## src/rtl/mmio_bank.sv

```systemverilog
// mmio_bank: MMIO window decoder with seven-segment channels and a UART transmit FIFO
package microcode;
  localparam int WIDTH = 8;
  function automatic logic mcs2_mem_we(input logic [WIDTH-1:0] mc);
    return mc[0];
  endfunction
endpackage

module mmio_bank #(
  parameter int MMIO_ADDR_START_BIT = 16,
  parameter int NUM_SEG = 2,
  parameter int UART_FIFO_DEPTH = 8
) (
  input  logic                        clk,
  input  logic                        rst,
  input  logic                        clk_enable,
  input  logic [microcode::WIDTH-1:0] microcode_s2,
  input  logic [31:0]                 addr,
  input  logic [31:0]                 data_in,
  output logic [31:0]                 data_out,
  output logic                        is_mmio,
  output logic [16*NUM_SEG-1:0]       seven_segment_out,
  output logic [7:0]                  uart_tx_data,
  output logic                        uart_tx_valid,
  input  logic                        uart_tx_ready
);
  localparam int AW = $clog2(UART_FIFO_DEPTH);
  localparam int OW = MMIO_ADDR_START_BIT;
  logic [OW-1:0] off;
  logic [5:0] seg_idx;
  logic acc, we, seg_hit, tx_hit, st_hit, full, empty, pop, push_req, push, ovf;
  logic [15:0] seg [NUM_SEG];
  logic [15:0] seg_rd;
  logic [7:0] mem [UART_FIFO_DEPTH];
  logic [AW-1:0] rd_ptr, wr_ptr;
  logic [AW:0] count;
  logic [31:0] rdata;
  logic unused;
  assign unused = ^{addr[31:OW], data_in[30:16], microcode_s2};
  assign off = addr[OW-1:0];
  assign is_mmio = addr[OW];
  assign acc = clk_enable & is_mmio;
  assign we = microcode::mcs2_mem_we(microcode_s2);
  assign seg_idx = off[7:2];
  assign seg_hit = (off[OW-1:8] == '0) && (off[1:0] == 2'b00) && (int'(seg_idx) < NUM_SEG);
  assign tx_hit = off == OW'('h100);
  assign st_hit = off == OW'('h104);
  for (genvar i = 0; i < NUM_SEG; i++) begin : g_seg
    assign seven_segment_out[16*i +: 16] = seg[i];
  end
  always_comb begin
    seg_rd = '0;
    for (int i = 0; i < NUM_SEG; i++) if (seg_idx == 6'(i)) seg_rd = ~seg[i];
  end
  assign empty = count == '0;
  assign full = count == (AW+1)'(UART_FIFO_DEPTH);
  assign uart_tx_valid = !empty;
  // The array is never reset, so the head is masked while nothing is queued.
  assign uart_tx_data = empty ? 8'h00 : mem[rd_ptr];
  assign pop = uart_tx_valid & uart_tx_ready;
  assign push_req = acc & we & tx_hit;
  assign push = push_req & (!full | pop);
  assign rdata = seg_hit ? {16'b0, seg_rd} :
                 tx_hit  ? {24'b0, uart_tx_data} :
                 st_hit  ? {ovf, 14'b0, full, empty, 6'b0, 9'(count)} : 32'h0;
  always_ff @(posedge clk) if (push) mem[wr_ptr] <= data_in[7:0];
  always_ff @(posedge clk or posedge rst)
    if (rst) begin
      for (int i = 0; i < NUM_SEG; i++) seg[i] <= '1;
    end else begin
      for (int i = 0; i < NUM_SEG; i++)
        if (acc && we && seg_hit && seg_idx == 6'(i)) seg[i] <= ~data_in[15:0];
    end
  always_ff @(posedge clk or posedge rst)
    if (rst) begin
      rd_ptr <= '0;
      wr_ptr <= '0;
      count <= '0;
      ovf <= 1'b0;
      data_out <= '0;
    end else begin
      if (pop) rd_ptr <= rd_ptr + AW'(1);
      if (push) wr_ptr <= wr_ptr + AW'(1);
      count <= count + (AW+1)'(push) - (AW+1)'(pop);
      if (push_req && full && !pop) ovf <= 1'b1;
      else if (acc && we && st_hit && data_in[31]) ovf <= 1'b0;
      if (acc) data_out <= rdata;
    end
endmodule

```

## config.mk

```make
export PLATFORM = sky130hd
export DESIGN_NAME = mmio_bank
export DESIGN_NICKNAME = d
export VERILOG_FILES = /design/src/rtl/mmio_bank.sv
export SDC_FILE = /design/constraint.sdc
export NUM_CORES = 1
export LEC_CHECK = 0
export CAP_MARGIN = 20
export CORE_ASPECT_RATIO = 1.5
export CORE_UTILIZATION = 35
export DETAILED_ROUTE_END_ITERATION = 10
export PLACE_DENSITY_LB_ADDON = 0.15
export RECOVER_POWER = 100
export SKIP_CTS_REPAIR_TIMING = 1
export SYNTH_ARGS = -nofsm -noshare
export SYNTH_HDL_FRONTEND = slang
export SYNTH_SLANG_ARGS = --single-unit
```

## constraint.sdc

```tcl
create_clock -name clk -period 2.9 [get_ports clk]
set_clock_uncertainty 0.1 [all_clocks]
set_input_delay 0.29 -clock clk [delete_from_list [all_inputs] [get_ports clk]]
set_output_delay 0.29 -clock clk [all_outputs]
set_load 0.01 [all_outputs]
```

==> results.json <==
{
  "core_um2": 15840,
  "crit_arrival_ps": 2750,
  "fin_crit_sh_pct": 95.61,
  "netlist.area_leader.share_pct": 33.63,
  "drcViolationCount": 0,
  "grt_max_degree": 62,
  "grt_usage_pct": 17.66,
  "start_kind": "input pin",
  "failed_checks": "max-capacitance violations, max-slew violations",
  "hold_class": "in2reg",
  "yosys_warnings": 0,
  "synth_cells": 432,
  "place_area_um2": 6958,
  "cts.sinks": 125,
  "setup-violations-final": 0,
  "dp_slack_ps": 16.88,
  "cts_buffer_depth": 2,
  "dp_hpwl_um": 9973,
  "end_kind": "flip-flop",
  "h-tree-depth": 4,
  "diodes": 0,
  "layout_commonest_cell": "edfxtp_1",
  "max_slew.worst_pin.slew_ps": 1520,
  "grt_first_pass_wirelength_um": 21800,
  "vias_per_cell": 5.017,
  "tns_ps": 0,
  "period_minus_slack_ps": 2773,
  "layout.nets": 631,
  "root_buffer": "clkbuf_16",
  "slew_headroom_pct": -1.357,
  "powerDensity_nw_per_um2": 746.8,
  "final_core_util_pct": 47.62,
  "worstPathMaxFanout": 9,
  "max_freq_ghz": 0.3607,
  "yosys.area.top_type": "edfxtp_1",
  "port-buffer-count": 98,
  "routedWlPerCell_um": 18.62,
  "synth_cell_type_count": 51,
  "ioPinCount": 150,
  "syn_area_um2": 5715,
  "vdd.ir_drop.worst_mv": 0.4229,
  "final_hold_viol_count": 0,
  "drv_slew": 62,
  "antenna_found_initial": 0,
  "path_class": "in2reg",
  "stdcell_area_um2": 7541,
  "maxCapViolations": 1,
  "dr.pass1.iters": 4,
  "timing.hold.ws_ps": 320.7,
  "routed_wl_um": 14190,
  "power.total_mw": 5.632,
  "drtAntennaViolNets": 0,
  "synth_seq_area_share_pct": 61.03,
  "gp_congestion": 0.7381,
  "worstPathRequired_ps": 2880,
  "synth_area_leaders": "edfxtp_1 34%, dfstp_2 15%, dfrtp_1 13%",
  "initial_core_util_pct": 36.09,
  "via_count": 3823,
  "first_iter_violations": 181,
  "die-height_um": 158.5,
  "grt_pass1_vias": 3929,
  "cts_tree": "yes",
  "finalNonFillerCells": 762,
  "status": "finished with violations",
  "clkSlewWorstSetupHoldPaths_ps": 60,
  "final_cell_mix": "64 x edfxtp_1, 62 x dlygate4sd3_1, 37 x mux2i_1, 35 x clkdlybuf4s50_1, 32 x dfstp_2",
  "fin_ws_ps": 127.4,
  "syn2layout_area_growth_pct": 31.94,
  "leakagePower_nw": 3.125,
  "grt_overflow": 0,
  "die_area_um2": 16860,
  "dp_cells": 730,
  "avgSynthCellArea_um2": 13.23,
  "ys_seq_elements": 125,
  "cts-buffers-inserted": 17,
  "num_rows": 56,
  "insertion_delay_ps": 410,
  "dieWidth_um": 106.3,
  "n_fill_cell": 1447,
  "rsz0062_at_grt": "false",
  "drive_gt1_share_pct": 20.04
}
## cell type report
cell class              instances  area (µm²)  area share (%)
repair buffers                123        1135           15.05
well taps                     203       254.0           3.368
flip-flops and latches        125        3488           46.26
clock buffers                  19       432.9           5.741
multi-input cells             248        1899           25.19
clock inverters                13       215.2           2.854
inverters                      31       116.4           1.543
## report_power, final
group / total (mW) / switching [mW] / internal, mW
sequential: 2.02 / 0.0817 / 1.93
combinational: 1.30 / 0.634 / 0.669
clock: 2.31 / 0.781 / 1.53
total: 5.63 / 1.50 / 4.13
## registers in the layout (all words and copies together), names as in the netlist
register / cells
wr_ptr: 3
rd_ptr: 3
count: 4
data_out: 18
ovf: 1
mem: 64
seven_segment_out: 32
## cells in the mapped netlist, drive strengths merged
| cell type | count |
|---|---|
| nand4 | 5 |
| nand2 | 29 |
| ha | 8 |
| and2 | 2 |
| and3 | 5 |
| nor3b | 1 |
| or4b | 1 |
| nor4b | 3 |
| a22oi | 8 |
| or4bb | 1 |
| mux2i | 37 |
| a21oi | 5 |
| xor2 | 1 |
| a21o | 1 |
| conb | 1 |
| or3 | 2 |
| nor2b | 4 |
| o21ai | 29 |
| o31ai | 16 |
| o22a | 4 |
| mux4 | 8 |
| dfrtp | 29 |
| nor4 | 7 |
| mux2 | 14 |
| buf | 26 |
| o21bai | 2 |
| dfstp | 32 |
| inv | 31 |
| nand2b | 2 |
| xnor2 | 5 |
| clkbuf | 15 |
| nor3 | 2 |
| nor2 | 6 |
| o22ai | 4 |
| or4 | 4 |
| a211oi | 7 |
| a31oi | 1 |
| or2 | 1 |
| nand3 | 8 |
| fa | 1 |
| edfxtp | 64 |
## worst max-delay path, cell delays in order
cell           delay [ps]
dlygate4sd3_1         530
or4_1                 570
nor4_1                310
nand3_1               180
clkbuf_1              240
nor4b_1               280
clkbuf_2              340
## final timing paths
kind                                           from                                 to  depth (start not counted)  slack, ps
setup / recovery                            addr[4]                mem[6][5]$_DFFE_PP_                          7        130
hold / removal                           data_in[8]  seven_segment_out[24]$_DFFE_PP1P_                          2        320
setup reg to reg                 count[2]$_DFF_PP0_                mem[6][5]$_DFFE_PP_                          8        520
hold reg to reg            data_out[31]$_DFFE_PP0N_           data_out[31]$_DFFE_PP0N_                          2        360
max in group asynchronous                       rst            data_out[8]$_DFFE_PP0N_                          3       1060
min in group asynchronous                       rst           data_out[31]$_DFFE_PP0N_                          3        730
## routing by layer
metal  track usage [%]  routed length [µm]
met1             20.75                5910
met2             31.29                7391
met3             3.971                 663
met4             6.680                 223
met5                 0                   0
## kinds of logic (layout without fill, tap and decap cells)
kind of cell	Yosys count	in the layout	share of synthesized area (%)
buffers and inverters	72	186	6.173
AO/OA/AOI/OAI	77	77	8.735
multiplexers	59	59	12.39
flip-flops	125	125	61.03
AND/OR/NAND/NOR	83	83	8.581
adder cells (fa/ha/maj)	9	9	2.102
XOR/XNOR	6	6	0.9194
other	1	14	0.06561
Power figures use the tool's default switching activity.
